## config.mk

```make
export PLATFORM = sky130hd
export DESIGN_NAME = control_unit
export DESIGN_NICKNAME = d
export VERILOG_FILES = /design/src/rtl/cpu_ctrl_pkg.sv /design/src/rtl/op_decoder.sv /design/src/rtl/control_unit.sv
export SDC_FILE = /design/constraint.sdc
export NUM_CORES = 1
export LEC_CHECK = 0
export CAP_MARGIN = 30
export CORE_UTILIZATION = 45
export CTS_CLUSTER_SIZE = 25
export DETAILED_ROUTE_END_ITERATION = 10
export PLACE_DENSITY_LB_ADDON = 0.08
export SYNTH_ARGS = -nofsm -noshare
export SYNTH_HDL_FRONTEND = slang
export SYNTH_SLANG_ARGS = --single-unit
```

## constraint.sdc

```tcl
create_clock -name clock -period 7.4 [get_ports clock]
set_clock_uncertainty 0.05 [all_clocks]
set_input_delay 1.48 -clock clock [delete_from_list [all_inputs] [get_ports clock]]
set_output_delay 1.48 -clock clock [all_outputs]
set_load 0.03 [all_outputs]
```

## src/rtl/cpu_ctrl_pkg.sv

```systemverilog
// rtl/cpu_ctrl_pkg.sv - shared opcodes, ALU codes, states and instruction classes for control_unit
package cpu_ctrl_pkg;

    localparam logic [4:0] OP_LD   = 5'b00000;
    localparam logic [4:0] OP_LDI  = 5'b00001;
    localparam logic [4:0] OP_ST   = 5'b00010;
    localparam logic [4:0] OP_ADD  = 5'b00011;
    localparam logic [4:0] OP_SHL  = 5'b01011;
    localparam logic [4:0] OP_ADDI = 5'b01100;
    localparam logic [4:0] OP_ANDI = 5'b01101;
    localparam logic [4:0] OP_ORI  = 5'b01110;
    localparam logic [4:0] OP_NEG  = 5'b10001;
    localparam logic [4:0] OP_NOT  = 5'b10010;
    localparam logic [4:0] OP_BR   = 5'b10011;
    localparam logic [4:0] OP_JR   = 5'b10100;
    localparam logic [4:0] OP_JAL  = 5'b10101;
    localparam logic [4:0] OP_IN   = 5'b10110;
    localparam logic [4:0] OP_OUT  = 5'b10111;
    localparam logic [4:0] OP_NOP  = 5'b11010;
    localparam logic [4:0] OP_HALT = 5'b11011;

    localparam logic [4:0] ALU_ADD = 5'b00011;
    localparam logic [4:0] ALU_AND = 5'b00101;
    localparam logic [4:0] ALU_OR  = 5'b00110;

    // T3..T7 must stay consecutive: the sequencer advances by incrementing.
    typedef enum logic [3:0] {
        S_RESET, S_T0, S_T1, S_T2, S_T3, S_T4, S_T5, S_T6, S_T7, S_HALT, S_PAUSE
    } state_t;

    typedef enum logic [3:0] {
        CLS_RRALU, CLS_UNALU, CLS_IMM, CLS_LDI, CLS_LD, CLS_ST, CLS_BR,
        CLS_JR, CLS_JAL, CLS_IN, CLS_OUT, CLS_NOP, CLS_HALT
    } op_class_t;

    // Final execute step of each class; the instruction boundary follows it.
    function automatic state_t last_step(input op_class_t cls);
        case (cls)
            CLS_RRALU, CLS_IMM, CLS_LDI: return S_T5;
            CLS_UNALU, CLS_JAL:          return S_T4;
            CLS_LD, CLS_ST:              return S_T7;
            CLS_BR:                      return S_T6;
            default:                     return S_T3;
        endcase
    endfunction

endpackage

```

## src/rtl/op_decoder.sv

```systemverilog
// rtl/op_decoder.sv - opcode to instruction class and immediate ALU code
// Ports: opcode (in, 5) ; op_class (out, class enum) ; imm_alu (out, 5) ALU code for addi/andi/ori/ldi/ld/st/br
module op_decoder
    import cpu_ctrl_pkg::*;
(
    input  logic [4:0] opcode,
    output op_class_t  op_class,
    output logic [4:0] imm_alu
);

    always_comb begin
        op_class = CLS_NOP;
        imm_alu  = ALU_ADD;
        if (opcode >= OP_ADD && opcode <= OP_SHL) begin
            op_class = CLS_RRALU;
        end else begin
            case (opcode)
                OP_LD:   op_class = CLS_LD;
                OP_LDI:  op_class = CLS_LDI;
                OP_ST:   op_class = CLS_ST;
                OP_ADDI: op_class = CLS_IMM;
                OP_ANDI: begin op_class = CLS_IMM; imm_alu = ALU_AND; end
                OP_ORI:  begin op_class = CLS_IMM; imm_alu = ALU_OR;  end
                OP_NEG,
                OP_NOT:  op_class = CLS_UNALU;
                OP_BR:   op_class = CLS_BR;
                OP_JR:   op_class = CLS_JR;
                OP_JAL:  op_class = CLS_JAL;
                OP_IN:   op_class = CLS_IN;
                OP_OUT:  op_class = CLS_OUT;
                OP_HALT: op_class = CLS_HALT;
                // mul, div, mfhi, mflo, nop and the unassigned codes all run as nop
                default: op_class = CLS_NOP;
            endcase
        end
    end

endmodule

```

## src/rtl/control_unit.sv

```systemverilog
// rtl/control_unit.sv - hardwired Moore control sequencer for the Mini SRC datapath
// Ports: clock, clear (async active-low), ir[31:0], CON_FF, stop in; run and all datapath
// strobes out; aluControl[ALUW-1:0] out. Optional macro SINGLE_STEP_EN adds input step_req
// and a PAUSE state entered at every instruction boundary.
module control_unit
    import cpu_ctrl_pkg::*;
#(
    parameter int OPW  = 5,
    parameter int ALUW = 5
) (
    input  logic            clock,
    input  logic            clear,
    input  logic [31:0]     ir,
    input  logic            CON_FF,
    input  logic            stop,
`ifdef SINGLE_STEP_EN
    input  logic            step_req,
`endif
    output logic            run,
    output logic            PCout, IncPC, ZLOout, ZLOin, Cout, MDRout, RAMenable,
    output logic            MARin, PCin, MDRin, IRin, Yin,
    output logic            Gra, Grb, Grc, Rin, Rout, BAout, R15in,
    output logic            read, write, conin,
    output logic            ZMuxEnable, ZSelect, ZMuxOut,
    output logic            OutPortenable, PortInout,
    output logic [ALUW-1:0] aluControl
);

`ifdef SINGLE_STEP_EN
    localparam state_t S_BOUNDARY = S_PAUSE;
`else
    localparam state_t S_BOUNDARY = S_T0;
`endif

    state_t          state;
    logic [OPW-1:0]  op_q;
    logic [OPW-1:0]  op_eff;
    op_class_t       op_class;
    logic [4:0]      imm_alu;
    logic            unused_ir;

    assign unused_ir = ^ir[31-OPW:0];

    // IR is loaded at the end of T2, so T3 decodes the live IR; later steps use the
    // copy captured on the T3 edge in case IR changes underneath the instruction.
    assign op_eff = (state == S_T3) ? ir[31 -: OPW] : op_q;

    op_decoder u_op_decoder (
        .opcode   (op_eff),
        .op_class (op_class),
        .imm_alu  (imm_alu)
    );

    always_ff @(posedge clock or negedge clear) begin
        if (!clear) begin
            state <= S_RESET;
            op_q  <= '0;
        end else begin
            case (state)
                S_RESET: state <= S_T0;
                S_T0:    state <= S_T1;
                S_T1:    state <= S_T2;
                S_T2:    state <= S_T3;
                S_T3, S_T4, S_T5, S_T6, S_T7: begin
                    if (state == S_T3) op_q <= ir[31 -: OPW];
                    if (op_class == CLS_HALT)
                        state <= S_HALT;
                    else if (state == last_step(op_class))
                        state <= stop ? S_HALT : S_BOUNDARY;
                    else
                        state <= state_t'(state + 4'd1);
                end
                S_HALT:  state <= S_HALT;
`ifdef SINGLE_STEP_EN
                S_PAUSE: if (step_req) state <= S_T0;
`endif
                default: state <= S_RESET;
            endcase
        end
    end

    always_comb begin
        run = 1'b0;
        PCout = 1'b0; IncPC = 1'b0; ZLOout = 1'b0; ZLOin = 1'b0; Cout = 1'b0;
        MDRout = 1'b0; RAMenable = 1'b0; MARin = 1'b0; PCin = 1'b0; MDRin = 1'b0;
        IRin = 1'b0; Yin = 1'b0; Gra = 1'b0; Grb = 1'b0; Grc = 1'b0; Rin = 1'b0;
        Rout = 1'b0; BAout = 1'b0; R15in = 1'b0; read = 1'b0; write = 1'b0;
        conin = 1'b0; ZMuxEnable = 1'b0; ZSelect = 1'b0; ZMuxOut = 1'b0;
        OutPortenable = 1'b0; PortInout = 1'b0;
        aluControl = '0;

        run = (state != S_RESET) && (state != S_HALT);

        case (state)
            S_T0: begin PCout = 1'b1; MARin = 1'b1; IncPC = 1'b1; end
            S_T1: begin read = 1'b1; RAMenable = 1'b1; MDRin = 1'b1; end
            S_T2: begin MDRout = 1'b1; IRin = 1'b1; end
            S_T3, S_T4, S_T5, S_T6, S_T7: begin
                case (op_class)
                    CLS_RRALU: begin
                        if (state == S_T3) begin Grb = 1'b1; Rout = 1'b1; Yin = 1'b1; end
                        if (state == S_T4) begin
                            Grc = 1'b1; Rout = 1'b1; ZLOin = 1'b1; aluControl = ALUW'(op_eff);
                        end
                        if (state == S_T5) begin
                            ZMuxEnable = 1'b1; ZMuxOut = 1'b1; Gra = 1'b1; Rin = 1'b1;
                        end
                    end
                    CLS_UNALU: begin
                        if (state == S_T3) begin
                            Grb = 1'b1; Rout = 1'b1; ZLOin = 1'b1; aluControl = ALUW'(op_eff);
                        end
                        if (state == S_T4) begin
                            ZMuxEnable = 1'b1; ZMuxOut = 1'b1; Gra = 1'b1; Rin = 1'b1;
                        end
                    end
                    CLS_IMM, CLS_LDI, CLS_LD, CLS_ST: begin
                        // ldi/ld/st form base+offset (BAout gives 0 for R0); immediates use Rb
                        if (state == S_T3) begin
                            Grb = 1'b1; Yin = 1'b1;
                            if (op_class == CLS_IMM) Rout = 1'b1;
                            else                     BAout = 1'b1;
                        end
                        if (state == S_T4) begin
                            Cout = 1'b1; ZLOin = 1'b1; aluControl = ALUW'(imm_alu);
                        end
                        if (state == S_T5) begin
                            ZMuxEnable = 1'b1; ZMuxOut = 1'b1;
                            if (op_class == CLS_LD || op_class == CLS_ST) MARin = 1'b1;
                            else begin Gra = 1'b1; Rin = 1'b1; end
                        end
                        if (state == S_T6) begin
                            MDRin = 1'b1;
                            if (op_class == CLS_LD) begin read = 1'b1; RAMenable = 1'b1; end
                            else begin Gra = 1'b1; Rout = 1'b1; end
                        end
                        if (state == S_T7) begin
                            if (op_class == CLS_LD) begin MDRout = 1'b1; Gra = 1'b1; Rin = 1'b1; end
                            else begin write = 1'b1; RAMenable = 1'b1; end
                        end
                    end
                    CLS_BR: begin
                        if (state == S_T3) begin Gra = 1'b1; Rout = 1'b1; conin = 1'b1; end
                        if (state == S_T4) begin PCout = 1'b1; Yin = 1'b1; end
                        if (state == S_T5) begin
                            Cout = 1'b1; ZLOin = 1'b1; aluControl = ALUW'(ALU_ADD);
                        end
                        if (state == S_T6 && CON_FF) begin
                            ZMuxEnable = 1'b1; ZMuxOut = 1'b1; PCin = 1'b1;
                        end
                    end
                    CLS_JR:  begin Gra = 1'b1; Rout = 1'b1; PCin = 1'b1; end
                    CLS_JAL: begin
                        if (state == S_T3) begin PCout = 1'b1; R15in = 1'b1; end
                        if (state == S_T4) begin Gra = 1'b1; Rout = 1'b1; PCin = 1'b1; end
                    end
                    CLS_IN:  begin PortInout = 1'b1; Gra = 1'b1; Rin = 1'b1; end
                    CLS_OUT: begin Gra = 1'b1; Rout = 1'b1; OutPortenable = 1'b1; end
                    default: ;
                endcase
            end
            default: ;
        endcase
    end

endmodule

```

==> After elaboration in Yosys (flattened, before gate mapping) <==
Memories as Yosys holds them, arrays and structs flattened.
Index checks and enable logic that the tools add are counted.
{ "totals": {"ff_bits": 9, "n_memories": 1, "inputBits": 36, "out_inout_bits": 33, "word_cells": 151, "mem_bits_ro": 64} }
{ "op_classes": {"n_reduce_logical": 18, "mux": 92, "order_cmp": 2, "add_sub_neg": 1, "eq_ne": 35} }
{ "mem_list": {"columns": ["name", "depth", "width", "read_ports", "rd_clocked_by_memory_dff", "wr", "line_no", "text"], "rows": [
  ["(no name shown)", 16, 4, 1, 0, 0, "cpu_ctrl_pkg.sv:38", "case (cls)"]
]} }
{ "ops": {"columns": ["operator", "n"], "rows": [
  ["2-to-1 mux 1 bit", 60],
  ["one-hot mux 4 bit (11 select lines)", 1],
  ["equality test 5 bit, second input constant", 8],
  ["equality test 4 x 3 -> 1 bit, second input constant", 8],
  ["2-to-1 mux 5 bit", 6],
  ["equality test 4 bit, second input constant", 6],
  ["2-to-1 mux 4 bit", 6],
  ["one-hot mux 4 bit (6 select lines)", 1],
  ["one-hot mux 5 bit (4 select lines)", 1],
  ["one-hot mux 1 bit (2 select lines)", 9],
  ["equality test 4 x 2 -> 1 bit, second input constant", 4],
  ["equality test 5 x 4 -> 1 bit, second input constant", 3],
  ["one-hot mux 1 bit (5 select lines)", 2],
  ["OR reduction 5 bit", 2],
  ["one-hot mux 1 bit (3 select lines)", 3],
  ["equality test 4 x 1 -> 1 bit, second input constant", 2],
  ["zero test 4 bit", 2],
  ["OR reduction 2 bit", 4],
  ["one-hot mux 3 bit (2 select lines)", 1],
  ["OR reduction 3 bit", 2],
  ["OR reduction 6 bit", 1],
  ["equality test 5 x 1 -> 1 bit, second input constant", 1],
  ["equality test 5 x 2 -> 1 bit, second input constant", 1],
  ["greater-or-equal comparator 5 x 2 -> 1 bit, second input constant", 1],
  ["other kinds (11)", 13]
]} }

==> Longest topological paths before layout <==
{ "logic_depth": {"depth_word": 16, "ltp_mapped": 12, "ltp_nobuf": 10} }

==> Hierarchy <==
From an unflattened synthesis, not the netlist that was laid out.
{ "unflattened": {"cells_unflattened": 224, "hier_area_um2": 1681.6} }
{ "by_module_without_submodules": {"columns": ["module", "area_each_um2", "cells_per_inst", "seq_area_each_um2", "instances"], "rows": [
  ["control_unit", 1446.4, 186, 225.2, 1],
  ["op_decoder", 235.2, 38, 0.0, 1]
]} }

==> Worst setup path after synthesis <==
Ideal clock, no wire load.
{ "synth_path": {"kind": "input to output", "from": "input port ir[29]", "to": "output port aluControl[0]", "t_arrival_ps": 3751, "n_path_buf": 1, "cell_stages": 7, "required_ps": 5870, "path_slack_ps": 2119, "path_cell_list": "clkbuf_1 > nor2_1 > a21oi_1 > o221ai_1 > nor2_1 > nor2_1 > o221ai_1"} }
{ "synth_via": {"elab_chain_cells": 9, "elab_cells_between_ends": 35, "classes_between": "2 x order compare; 19 x eq/ne; 8 x mux; 6 x reduce/logical"} }
{ "synth_rtl": {"columns": ["element", "line_no", "text"], "rows": [
  ["start: declaration", "control_unit.sv:13", "input logic [31:0] ir,"],
  ["2-to-1 mux 5 bit (*)", null, null],
  ["equality test 5 x 4 -> 1 bit / equality test 5 bit (equally long branches)", "op_decoder.sv:17", "case (opcode)"],
  ["OR reduction 3 bit (no line) / OR reduction 2 bit (equally long branches)", null, null],
  ["one-hot mux 4 bit (11 select lines)", "op_decoder.sv:17", null],
  ["2-to-1 mux 4 bit", "op_decoder.sv:14", "if (opcode >= OP_ADD && opcode <= OP_SHL) begin"],
  ["equality test 4 x 2 -> 1 bit / equality test 4 x 3 -> 1 bit (equally long branches)", "control_unit.sv:99", "case (op_class)"],
  ["OR reduction 4 bit", "control_unit.sv:99", null],
  ["one-hot mux 5 bit (4 select lines) (*)", "control_unit.sv:99", null],
  ["2-to-1 mux 5 bit (*)", "control_unit.sv:94", "case (state)"],
  ["end: declaration", "control_unit.sv:26", "output logic [ALUW-1:0] aluControl"]
]} }
Mark *: on every way between the ends. The rest lies on a longest branch, timed or not.

==> Worst setup path after layout <==
{ "layout_path": {"from": "input port ir[29]", "to": "output port Rout"} }
{ "layout_via": {"elab_chain_cells": 12, "elab_cells_between_ends": 41, "classes_between": "2 x order compare; 22 x eq/ne; 9 x mux; 8 x reduce/logical"} }
{ "layout_rtl": {"columns": ["element", "line_no", "text"], "rows": [
  ["2-to-1 mux 5 bit (*)", null, null],
  ["equality test 5 x 4 -> 1 bit / equality test 5 bit (equally long branches)", "op_decoder.sv:17", null],
  ["OR reduction 3 bit (no line) / OR reduction 2 bit (equally long branches)", null, null],
  ["one-hot mux 4 bit (11 select lines)", "op_decoder.sv:17", null],
  ["2-to-1 mux 4 bit (*)", "op_decoder.sv:14", null],
  ["equality test 4 x 2 -> 1 bit", "control_unit.sv:99, control_unit.sv:121", null],
  ["2-to-1 mux 1 bit", "control_unit.sv:121", "if (op_class == CLS_IMM) Rout = 1'b1;"],
  ["2-to-1 mux 1 bit", "control_unit.sv:119", "if (state == S_T3) begin"],
  ["2-to-1 mux 1 bit", "control_unit.sv:134", "if (op_class == CLS_LD) begin read = 1'b1; RAMenable = 1'b1; end"],
  ["2-to-1 mux 1 bit", "control_unit.sv:132", "if (state == S_T6) begin"],
  ["one-hot mux 1 bit (5 select lines) (*)", "control_unit.sv:99", null],
  ["2-to-1 mux 1 bit (*)", "control_unit.sv:94", null],
  ["end: declaration", "control_unit.sv:22", "output logic Gra, Grb, Grc, Rin, Rout, BAout, R15in,"]
]} }
Marks and branches as above.

==> metrics.txt <==
chip width=58.4 um; via count=1655; row cnt=20; critical path's slowest cell=clkdlybuf4s50_1; Clock power frac=4.8%; Hold WC Path Type=register to register; Comb pwr share=79.4%; I/O Buffers=39; Synth cell types=58; layout overhead on the synthesized area=27.3%; Design Power=0.756 mW; Final Setup Violations=0; WHS Path Cells=2; Tmin final=roughly 6200 ps; DRC=0; Resized cells post-CTS=0; internal reg-to-reg setup slack=3860 ps; Top FF cell, synth=dfrtp_1; H-Tree Depth=1; largest cells by area after synthesis=dfrtp_1, nor2_1, a21oi_1; synthesized flop and latch total=9; Slew Limit Headroom=46.5%; largest net degree at the start of global routing=19; Synth area leader=dfrtp_1; Worst Max-Slew Pin Slew=781 ps; Final Max Slew Viols=0; sequential fraction of the synthesis area=15.8%; Synth Area per Inst=7.11 um^2; R2R Path End=state[3]; 1st-pass router iterations=4; die height=58.4 um; NetSw=0.443 mW; Gate Count Post-Synth=201; number of buffers and inverters on the critical path=2; io pins=69; die area=between 0.003 and 0.004 mm^2; Arrival @ worst endpoint=4640 ps; CTS Buf Count=3; WHS Endpoint=state[0]; synth cell count leaders=nor2_1, nand2_1, a21oi_1; final hold vios=0; CP max FO=10; CP peak stage delay=710 ps; R2R Path Start=state[0]; total track usage=27.6%; Pwr Density=415 mW/mm^2; Worst R2R Path Depth=10; most frequent cell after synthesis=nor2_1; critical path depth in cells=8; Synth Warn #=0; RSZ-0062 raised after global routing=false; antenna-violating nets left=0; Seq pwr share=15.9%; Leak Pwr=0.712 nW; antenna cells=0; first-pass GRT wire length=7.29 mm; Detailed Route Iter0 Violations=around 140; switching fraction of total power=between 50% and 60%; fmax=~160 MHz; crit-path leading delay family=buffers and inverters; status=finished, final reports clean; Clock Latency Late Sink=250 ps; Final Cycle Share=between 80% and 90%; total clock sinks=9; buffer levels on the longest clock path=2; Via density=just over 6; antenna violations before repair=0; Internal=0.313 mW; GRT overflow=0; CTS tree=done; asr flop ratio synth=between 90% and 100%; GP Congestion=0.934; worst vdd rail ir drop=0.000192 V; Worst Setup Path Type=input port to primary output; Synth Cell Area=between 0.001 and 0.0015 mm^2; # hold bufs at CTS=0; worst-path cell chain=clkdlybuf4s50_1, mux2i_1, xnor2_1, nand3b_4, or2_1, o22a_1, a21oi_1, clkdlybuf4s50_1; worst min-delay path startpoint=state[0]; top cell type's share of synthesized area=15.8%; DP HPWL=between 3 and 4 mm; wire length per cell=16.8 um; TNS Setup=0 ps; Final Core Density=between 60% and 70%; Startpoint Class=input port; clock-pin slew on the worst setup and hold paths=50 ps; nets@finish=271; Post-Route WL=4.60 mm; Max Cap Viol=0; Worst setup EP type=primary output; CORE AREA=0.00303 mm^2; Setup Buffers After CTS=0; layout cells sized above 1=6.52%; WP data required=~5900 ps; number of global-route vias before repair=1501; initial cell density of the core=47.2%; most frequent CP cell=clkdlybuf4s50_1; CTS root buffer=clkbuf_4; number of synthesized flops with an enable pin=0
## routing by layer
layer | vias up | GRT usage [%] | share of wire, %
met1 | 768 | 40.8 | 46
met4 | 0 | 9.18 | 0.63
met3 | 4 | 1.76 | 7.1
li1 | 791 | - | -
met5 | - | 0 | 0
met2 | 92 | 42.5 | 46
## cell type report
type / instances / area (um^2)
clock buffer: 4 / 26.3
inverter: 12 / 47.5
sequential: 9 / 225
fill: 293 / 1210
multi-input combinational: 166 / 1070
tap: 44 / 55.1
timing repair buffer: 39 / 390
## power by group through the flow
stage	Sequential [mW]	Combinational [mW]	Clock (mW)
CTS	0.119	0.591	0.0377
floorplan	0.0904	0.447	0
finish	0.120	0.600	0.0360
global placement	0.117	0.588	0
detailed placement	0.118	0.589	0
global route	0.125	0.645	0.0391
## how the worst max path moves through the flow
stage	start	to	slack, ps
4_1_cts	ir[29]	Rout	1280
5_1_grt	ir[29]	Rout	1110
2_1_floorplan	ir[29]	aluControl[0]	2120
3_3_place_gp	ir[29]	Gra	1340
3_5_place_dp	ir[29]	Rout	1280
6_report	ir[29]	Rout	1230
## through the flow
| stage | instance area [um^2] | instances | worst slack (ps) | hold WS (ps) |
|---|---|---|---|---|
| finish | 1820 | 274 | 1230 | 693 |
| global route | 1820 | 274 | 1110 | 718 |
| CTS | 1820 | 274 | 1280 | 701 |
| detailed placement | 1790 | 270 | 1280 | 689 |
| global placement | 1790 | 270 | 1340 | 661 |
| floorplan | 1430 | 202 | 2120 | 601 |
## logic make-up (layout without fill, tap and decap cells)
family / count (synthesis) / after routing / synth area share, %
AND/OR/NAND/NOR: 92 / 92 / 34.5
AO/OA/AOI/OAI: 56 / 56 / 27.4
buffers and inverters: 27 / 55 / 9.28
flip-flops: 9 / 9 / 15.8
XOR/XNOR: 6 / 6 / 3.68
multiplexers: 6 / 6 / 5.60
adder cells (fa/ha/maj): 4 / 4 / 3.50
other: 1 / 2 / 0.262
## sequential cells by signal, summed over array words and instances, names as in the netlist
name and count:
op_q 5, state 4
## placed cells by master, fill, tap and decap left out, drive strengths merged, types with 4 or more instances in the layout
master,instances
mux2i,6
ha,4
nor2,22
nand3,7
and3,6
nor4,5
a21oi,15
a31oi,4
o21ai,11
clkdlybuf4s50,39
clkbuf,4
nor2b,6
inv,12
nor3,7
dfrtp,9
nand2,19
## worst reg2reg max path, delay by kind of cell (launching register included)
kind	cells	cell delay, ps
and+or+nand+nor	3	1390
muxes	1	540
DFF	1	460
AOI/OAI and AO/OA	3	440
adders and majority gates	1	320
buffers and inverters	2	220
(Power assumes the default switching activity.)
